==> config.mk <==
export PLATFORM = sky130hd
export DESIGN_NAME = prog_loader_mt
export DESIGN_NICKNAME = d
export VERILOG_FILES = /design/src/rtl/prog_loader_mt.sv
export SDC_FILE = /design/constraint.sdc
export NUM_CORES = 1
export LEC_CHECK = 0
export CAP_MARGIN = 0
export CELL_PAD_IN_SITES_DETAIL_PLACEMENT = 0
export CELL_PAD_IN_SITES_GLOBAL_PLACEMENT = 2
export CORE_ASPECT_RATIO = 1.25
export CORE_MARGIN = 4
export CORE_UTILIZATION = 32
export CTS_CLUSTER_DIAMETER = 200
export CTS_CLUSTER_SIZE = 16
export DETAILED_ROUTE_END_ITERATION = 8
export PLACE_DENSITY = 0.77
export SLEW_MARGIN = 0
export SYNTH_ARGS = -nofsm -noshare
export SYNTH_HDL_FRONTEND = slang
export SYNTH_SLANG_ARGS = --single-unit
==> constraint.sdc <==
create_clock -name clk_i -period 2.9 [get_ports clk_i]
set_clock_uncertainty 0.05 [all_clocks]
set_input_delay 0.58 -clock clk_i [delete_from_list [all_inputs] [get_ports clk_i]]
set_output_delay 0.58 -clock clk_i [all_outputs]
set_load 0.1 [all_outputs]
==> src/rtl/prog_loader_mt.sv <==
// prog_loader_mt: UART byte-stream program loader for several on-chip SRAMs.
// Parses framed records (SYNC,TGT,ADDR,LEN,data,CSUM), emits word writes,
// and holds the core in reset for the whole programming session.
// Ports:
//   clk_i, rst_i        clock, synchronous active-high reset
//   prog_i              level, enables a programming session
//   rx_dv_i, rx_byte_i  received byte strobe and value
//   we_o, tgt_sel_o     write strobe, one-hot target select
//   addr_o, wdata_o     word address and write data
//   hold_rst_o, busy_o  core reset hold, session active
//   done_o, err_o       session-complete pulse, sticky error
module prog_loader_mt #(
   parameter int unsigned DATA_WIDTH     = 32,
   parameter int unsigned ADDR_WIDTH     = 12,
   parameter int unsigned NUM_TARGETS    = 2,
   parameter int unsigned TIMEOUT_CYCLES = 100000,
   parameter logic [7:0]  SYNC_BYTE      = 8'h5A
) (
   input  logic                   clk_i,
   input  logic                   rst_i,
   input  logic                   prog_i,
   input  logic                   rx_dv_i,
   input  logic [7:0]             rx_byte_i,
   output logic                   we_o,
   output logic [NUM_TARGETS-1:0] tgt_sel_o,
   output logic [ADDR_WIDTH-1:0]  addr_o,
   output logic [DATA_WIDTH-1:0]  wdata_o,
   output logic                   hold_rst_o,
   output logic                   busy_o,
   output logic                   done_o,
   output logic                   err_o
);

   localparam int unsigned B  = DATA_WIDTH / 8;
   localparam int unsigned TW = $clog2(TIMEOUT_CYCLES + 1);

   typedef enum logic [3:0] {
      S_IDLE, S_SYNC, S_TGT, S_ADDR_LO, S_ADDR_HI,
      S_LEN_LO, S_LEN_HI, S_DATA, S_CSUM, S_DONE, S_ERR
   } state_e;

   state_e                 state_q, state_d;
   logic [2:0]             tgt_q, tgt_d;
   logic [15:0]            base_q, base_d;
   logic [15:0]            len_q, len_d;
   logic [15:0]            wcnt_q, wcnt_d;
   logic [2:0]             bcnt_q, bcnt_d;
   logic [DATA_WIDTH-1:0]  buf_q, buf_d;
   logic [7:0]             sum_q, sum_d;
   logic [TW-1:0]          tmo_q, tmo_d;
   logic                   we_q, we_d;
   logic [NUM_TARGETS-1:0] sel_q, sel_d;
   logic [ADDR_WIDTH-1:0]  addr_q, addr_d;
   logic [DATA_WIDTH-1:0]  wdata_q, wdata_d;
   logic                   hold_q, hold_d;
   logic                   busy_q, busy_d;
   logic                   done_q, done_d;
   logic                   err_q, err_d;

   logic [DATA_WIDTH-1:0]  word_w;
   logic                   timed_w;
   logic                   tmo_hit_w;

   always_ff @(posedge clk_i) begin
      if (rst_i) begin
         state_q <= S_IDLE;
         tgt_q   <= '0;
         base_q  <= '0;
         len_q   <= '0;
         wcnt_q  <= '0;
         bcnt_q  <= '0;
         buf_q   <= '0;
         sum_q   <= '0;
         tmo_q   <= '0;
         we_q    <= 1'b0;
         sel_q   <= '0;
         addr_q  <= '0;
         wdata_q <= '0;
         hold_q  <= 1'b0;
         busy_q  <= 1'b0;
         done_q  <= 1'b0;
         err_q   <= 1'b0;
      end else begin
         state_q <= state_d;
         tgt_q   <= tgt_d;
         base_q  <= base_d;
         len_q   <= len_d;
         wcnt_q  <= wcnt_d;
         bcnt_q  <= bcnt_d;
         buf_q   <= buf_d;
         sum_q   <= sum_d;
         tmo_q   <= tmo_d;
         we_q    <= we_d;
         sel_q   <= sel_d;
         addr_q  <= addr_d;
         wdata_q <= wdata_d;
         hold_q  <= hold_d;
         busy_q  <= busy_d;
         done_q  <= done_d;
         err_q   <= err_d;
      end
   end

   always_comb begin
      state_d = state_q;
      tgt_d   = tgt_q;
      base_d  = base_q;
      len_d   = len_q;
      wcnt_d  = wcnt_q;
      bcnt_d  = bcnt_q;
      buf_d   = buf_q;
      sum_d   = sum_q;
      we_d    = 1'b0;
      sel_d   = sel_q;
      addr_d  = addr_q;
      wdata_d = wdata_q;
      hold_d  = hold_q;
      busy_d  = busy_q;
      done_d  = 1'b0;
      err_d   = err_q;

      // Current word with the incoming byte dropped into its lane.
      word_w = buf_q;
      word_w[8*bcnt_q +: 8] = rx_byte_i;

      timed_w = (state_q == S_TGT)     || (state_q == S_ADDR_LO) ||
                (state_q == S_ADDR_HI) || (state_q == S_LEN_LO)  ||
                (state_q == S_LEN_HI)  || (state_q == S_DATA)    ||
                (state_q == S_CSUM);

      // Idle-cycle counter; only meaningful while inside a frame.
      tmo_d     = (rx_dv_i || !timed_w) ? '0 : tmo_q + 1'b1;
      tmo_hit_w = timed_w && !rx_dv_i &&
                  (tmo_q == TW'(TIMEOUT_CYCLES - 1));

      // Checksum covers TGT through the last data byte.
      if (rx_dv_i && timed_w && state_q != S_CSUM)
         sum_d = sum_q + rx_byte_i;

      unique case (state_q)
         S_IDLE: begin
            hold_d = 1'b0;
            busy_d = 1'b0;
            if (prog_i) begin
               state_d = S_SYNC;
               hold_d  = 1'b1;
               busy_d  = 1'b1;
               err_d   = 1'b0;
            end
         end
         S_DONE: begin
            if (!prog_i) state_d = S_IDLE;
         end
         S_ERR: begin
            if (!prog_i) begin
               state_d = S_IDLE;
               hold_d  = 1'b0;
            end
         end
         default: begin
            if (!prog_i) begin
               // Session withdrawn; any byte this cycle is dropped.
               state_d = S_IDLE;
               hold_d  = 1'b0;
               busy_d  = 1'b0;
               if (state_q != S_SYNC) err_d = 1'b1;
            end else if (rx_dv_i) begin
               unique case (state_q)
                  S_SYNC: begin
                     if (rx_byte_i == SYNC_BYTE) begin
                        state_d = S_TGT;
                        sum_d   = '0;
                     end
                  end
                  S_TGT: begin
                     if (rx_byte_i == 8'hFF) begin
                        state_d = S_DONE;
                        done_d  = 1'b1;
                        hold_d  = 1'b0;
                        busy_d  = 1'b0;
                     end else if (32'(rx_byte_i) < NUM_TARGETS) begin
                        tgt_d   = rx_byte_i[2:0];
                        state_d = S_ADDR_LO;
                     end else begin
                        state_d = S_ERR;
                        err_d   = 1'b1;
                        busy_d  = 1'b0;
                     end
                  end
                  S_ADDR_LO: begin
                     base_d[7:0] = rx_byte_i;
                     state_d     = S_ADDR_HI;
                  end
                  S_ADDR_HI: begin
                     base_d[15:8] = rx_byte_i;
                     state_d      = S_LEN_LO;
                  end
                  S_LEN_LO: begin
                     len_d[7:0] = rx_byte_i;
                     state_d    = S_LEN_HI;
                  end
                  S_LEN_HI: begin
                     len_d[15:8] = rx_byte_i;
                     wcnt_d      = '0;
                     bcnt_d      = '0;
                     if ({rx_byte_i, len_q[7:0]} == 16'd0)
                        state_d = S_CSUM;
                     else
                        state_d = S_DATA;
                  end
                  S_DATA: begin
                     buf_d = word_w;
                     if (bcnt_q == 3'(B - 1)) begin
                        bcnt_d  = '0;
                        we_d    = 1'b1;
                        addr_d  = ADDR_WIDTH'(base_q + wcnt_q);
                        wdata_d = word_w;
                        sel_d   = NUM_TARGETS'(1) << tgt_q;
                        if (wcnt_q == len_q - 16'd1)
                           state_d = S_CSUM;
                        else
                           wcnt_d = wcnt_q + 16'd1;
                     end else begin
                        bcnt_d = bcnt_q + 3'd1;
                     end
                  end
                  S_CSUM: begin
                     if (rx_byte_i == sum_q) begin
                        state_d = S_SYNC;
                     end else begin
                        state_d = S_ERR;
                        err_d   = 1'b1;
                        busy_d  = 1'b0;
                     end
                  end
                  default: ;
               endcase
            end else if (tmo_hit_w) begin
               state_d = S_ERR;
               err_d   = 1'b1;
               busy_d  = 1'b0;
            end
         end
      endcase
   end

   assign we_o       = we_q;
   assign tgt_sel_o  = sel_q;
   assign addr_o     = addr_q;
   assign wdata_o    = wdata_q;
   assign hold_rst_o = hold_q;
   assign busy_o     = busy_q;
   assign done_o     = done_q;
   assign err_o      = err_q;

endmodule
; After elaboration in Yosys (flattened, before gate mapping)
; Index checks and enable logic that the tools add are counted.
; W data, S select, Z words.
[word_totals]
reg_bits = 162
input_bits = 12
out_inout_bits = 51
elab_cells = 162
[classes]
addsub = 7
order_cmp = 1
n_eq_ne = 36
shifts = 3
muxes = 53
n_bitwise = 8
n_reduce_logical = 35
[op_table]
columns = operator, n
row1 = $mux W4, 12
row2 = $mux W8, 6
row3 = $neg A6 Y34, 1
row4 = $shift A8 B34 Y32 const A, 1
row5 = $shiftx A8 B34 Y32, 1
row6 = $bwmux W32, 1
row7 = $mux W16, 2
row8 = $pmux W16 S2, 1
row9 = $pmux W4 S8, 1
row10 = $reduce_and A4 Y1, 6
row11 = $mux W1, 22
row12 = $add A17 B1 Y17 const B, 1
row13 = $eq A17 B17 Y1 const B, 1
row14 = $add A16 B1 Y16 const B, 1
row15 = $eq A16 B16 Y1, 1
row16 = $eq A4 B3 Y1 const B, 4
row17 = $logic_not A16 Y1, 1
row18 = $sub A16 B1 Y16 const B, 1
row19 = $ne A5 B4 Y1 const B, 3
row20 = $reduce_and A5 Y1, 3
row21 = $reduce_or A7 Y1, 2
row22 = $add A12 B12 Y12, 1
row23 = $eq A4 B4 Y1 const B, 3
row24 = $reduce_and A6 Y1, 2
row25 = 35 further kinds, 65

; Logic depth before layout (Yosys ltp)
[logic_depth]
ltp_word = 15
mapped_depth = 11
depth_no_buf = 11

; Worst setup path before layout
; No wires, ideal clock.
[synth_timing]
path_kind = register to register
from = reg len_q[0]
to = reg state_q[0]
setup_time_ns = 0.130
t_arrival_ns = 2.502
required_ns = 2.720
slack_ns = 0.218
stages_incl_launch_ff = 11
n_path_buf = 0
period_less_slack_ns = 2.682
path_cell_list = dfxtp_1 -> inv_1 -> ha_1 -> or3b_2 -> o21a_1 -> o21ai_0 -> nor4b_2 -> nand4_2 -> a221oi_4 -> o311a_1 -> nor3_2
[synth_between]
elab_chain_cells = 6
word_cells_on_any_way = 10
classes_between = 1 x add/sub / 2 x eq/ne / 5 x mux / 2 x reduce/logical
[synth_lines]
columns = element, line_no
row1 = from (decl), 45  ; logic [15:0] len_q, len_d;
row2 = from (signal assigned), 87  ; len_q <= len_d;
row3 = "parallel branches: the longest is 6 deep, another holds $sub A16 B1 Y16", n/a
row4 = to (signal assigned), 84  ; state_q <= state_d;
row5 = to (decl), 42  ; state_e state_q, state_d;
; Several ways; the timed one is not identified.
; A chain may end at the register's enable or synchronous reset.

; Final worst setup path
[layout_timing]
from = reg len_q[3]
to = reg state_q[0]
; Same word-level chain as after synthesis.

==> out/metrics.csv <==
metric,value,unit
"Max FO, Critical Path",5,
vias in the first global route,6998,
switching power,1454,uW
Buffers on Ports,62,
FILL cells,2603,
CTS Sinks,162,
Starting Density,32.54,%
Crit Path Class,reg2reg,
Worst-Margin Slew,0.7587,ns
top cell type's share of synthesized area,39.41,%
hold depth,2,
"antenna viol nets, final",0,
diodes inserted,0,
area growth from synthesis to layout,24.40,%
Final Hold Fails,0,
Vias/cell,4.942,
pre-CTS setup slack,-0.1580,ns
Worst EP required,3.17,ns
CTS H-tree lvls,4,
Switching Share,27.24,%
Seq cells post-synth,162,
Leak Pwr,0.004095,uW
placer congestion estimate,0.8834,
Achievable Freq,0.3597,GHz
first-pass detailed-route iteration total,4,
post-synth net total,1042,
vias,7201,
clock slew at reported path FFs,0.07,ns
cells after synthesis,1003,
Pwr Density,521.5,mW/mm2
synth top area cells,"dfxtp_1 (39%), nor2_1 (8.7%), mux2i_1 (7.2%), nand2_1 (4.0%), a21oi_1 (3.8%)",
post-layout minimum cycle time,2.780,ns
cell internal pwr,3884,uW
hpwl dp,16720,um
cts hold-fix bufs,0,
CTS tree,yes,
GRT Residual Overflow,0,
routed wire length,23190,um
outcome,finished clean,
Worst Hold Class,reg2reg,
Reg2Reg Depth,8,
"area leader, netlist",dfxtp_1,
final net count,1148,
initial antenna violation count,0,
Clock Tree Root,clkbuf_16,
Avg Inst Size Synth,8.205,um2
Post-Syn Area,0.008229,mm2
pin count of the biggest net entering global routing,70,
chip height,187.3,um
die area,0.02836,mm2
Total Routing Usage GR,16.86,%
Netlist cell types,65,
first-pass GRT wire length,37850,um
Ys Warns,0,
Rows,65,
RSZ-0062 raised after global routing,true,
Slew Limit Fails,0,
Worst Path Arrival,3.05,ns
wire per inst,15.92,um
core area,0.02529,mm2
post-synthesis sequential area ratio,39.41,%
DRC viols,0,
combinational power share,12.0,%
final period utilization,95.86,%
TritonCTS buffer count,17,
total of max-cap violations,0,
fin worst setup slack,0.1201,ns
Max VDD drop,0.4367,mV
io pins,63,
relative slew slack,49.42,%
"Design Area, Final",0.01024,mm2
share of total power in sequential cells,43.0,%
Post-synth ARST share,0,%
Synth Flop Type,dfxtp_1,
Worst Setup End Kind,flip-flop,
initial drt markers,322,
Post-synth EDFFs,0,
Startpoint Class,flip-flop,
Worst-Skew Late Latency,0.44,ns
Die Width,151.4,um
clk buf depth,2,
layout cells sized above 1,18.36,%
setup violators final,0,
dpl cell area,0.009533,mm2
clock network power share,45.0,%
kinds of logic after synthesis:
kind of cell	count (synthesis)	share of synthesized area [%]
adder cells (fa/ha/maj)	27	4.288
flip-flops	162	39.41
XOR/XNOR	49	5.215
buffers and inverters	87	4.136
AO/OA/AOI/OAI	164	13.24
multiplexers	59	7.177
AND/OR/NAND/NOR	455	26.53
critical path, cell delays in order, from the launching register on:
cell	delay [ns]
dfxtp_1	0.34
or4_4	0.61
o21a_1	0.24
o21ai_0	0.18
nor4b_4	0.34
nand4_2	0.23
a221oi_4	0.39
o311a_1	0.24
nor3_2	0.04
final timing paths:
path	startpoint	end	slack [ns]
worst max-delay path	len_q[3]$_SDFFE_PP0P_	state_q[0]$_SDFFE_PP0P_	0.12
worst min-delay path	addr_o[7]$_SDFFE_PP0P_	addr_o[7]$_SDFFE_PP0P_	0.40
worst max register to register	len_q[3]$_SDFFE_PP0P_	state_q[0]$_SDFFE_PP0P_	0.12
worst min register to register	addr_o[7]$_SDFFE_PP0P_	addr_o[7]$_SDFFE_PP0P_	0.40
synthesized netlist by cell type (5+ instances only):
master and instances:
nand2_1 87, o31ai_1 5, a311oi_1 8, and2_1 6, mux2i_1 59, and3_1 11, o211ai_1 7, xnor2_1 26
or3_1 11, inv_1 25, nor3b_1 5, or4_1 8, xor2_1 23, nand3_1 26, nor2_1 190, or2_2 9
nand4_1 10, nor3_1 40, clkbuf_1 57, o21ai_0 21, a211oi_1 31, nor2b_1 12, dfxtp_1 162, nor4_1 11
nand2b_1 6, a21oi_1 63, ha_1 25
registers in the layout (all words and copies together) (netlist names), 2 cells and up:
signal / flops
sum_q: 8
tmo_q: 17
len_q: 16
base_q: 12
wdata_o: 32
bcnt_q: 3
buf_q: 32
tgt_q: 3
wcnt_q: 16
tgt_sel_o: 2
addr_o: 12
state_q: 4
per-layer routing:
| layer | global-route usage (%) | vias up | wire length, um |
|---|---|---|---|
| li1 | - | 3722 | - |
| met5 | 0 | - | 0 |
| met2 | 28.12 | 96 | 11470 |
| met1 | 21.93 | 3355 | 10510 |
| met3 | 3.199 | 28 | 767 |
| met4 | 5.059 | 0 | 440 |
per-stage QoR:
stage          util, %  cells  hold slack (ns)    TNS, ns  total power [uW]
6_report         40.47   1457           0.4020          0              5339
5_1_grt          40.47   1457           0.4262  -0.004202              5547
4_1_cts          40.30   1456           0.4063   -0.04386              5401
3_5_place_dp     37.69   1422           0.3978    -0.7519              2986
3_3_place_gp     37.69   1422           0.3905    -0.2260              2992
2_1_floorplan        -   1003           0.3761          0              2752
power groups by stage:
stage	Sequential (uW)	Clock, uW	Combinational (uW)
floorplan	2390	0	359
global placement	2350	0	644
detailed placement	2350	0	640
CTS	2300	2460	643
global route	2300	2550	698
finish	2300	2400	640
layout make-up:
type	instances	area (um2)	area share, %
Multi-Input combinational cell	755	4718	46.09
Tap cell	335	419.2	4.094
Timing Repair Buffer	147	1141	11.15
Inverter	26	97.59	0.9533
Sequential cell	162	3246	31.70
Clock buffer	19	442.9	4.327
Clock inverter	13	172.7	1.687
layout by cell type, fill, tap and decap left out, types with 11 or more instances in the layout:
cell type	n
a211oi_1	31
or3_1	11
inv_1	23
clkbuf_16	17
buf_4	136
xor2_1	23
dfxtp_1	160
o21ai_0	20
nor2b_1	12
mux2i_1	59
nor3_1	40
nand3_1	26
xnor2_1	26
nor2_1	189
nand2_1	87
a21oi_1	63
and3_1	11
ha_1	24
repair_timing:
item	CTS	global route
pin swaps	6	4
cloned	0	1
buffers inserted	2	0
hold endpoints to repair	0	0
gates resized for setup	9	7
endpoints found under the setup margin	12	18
No activity file was read; power rests on OpenSTA's default activity.
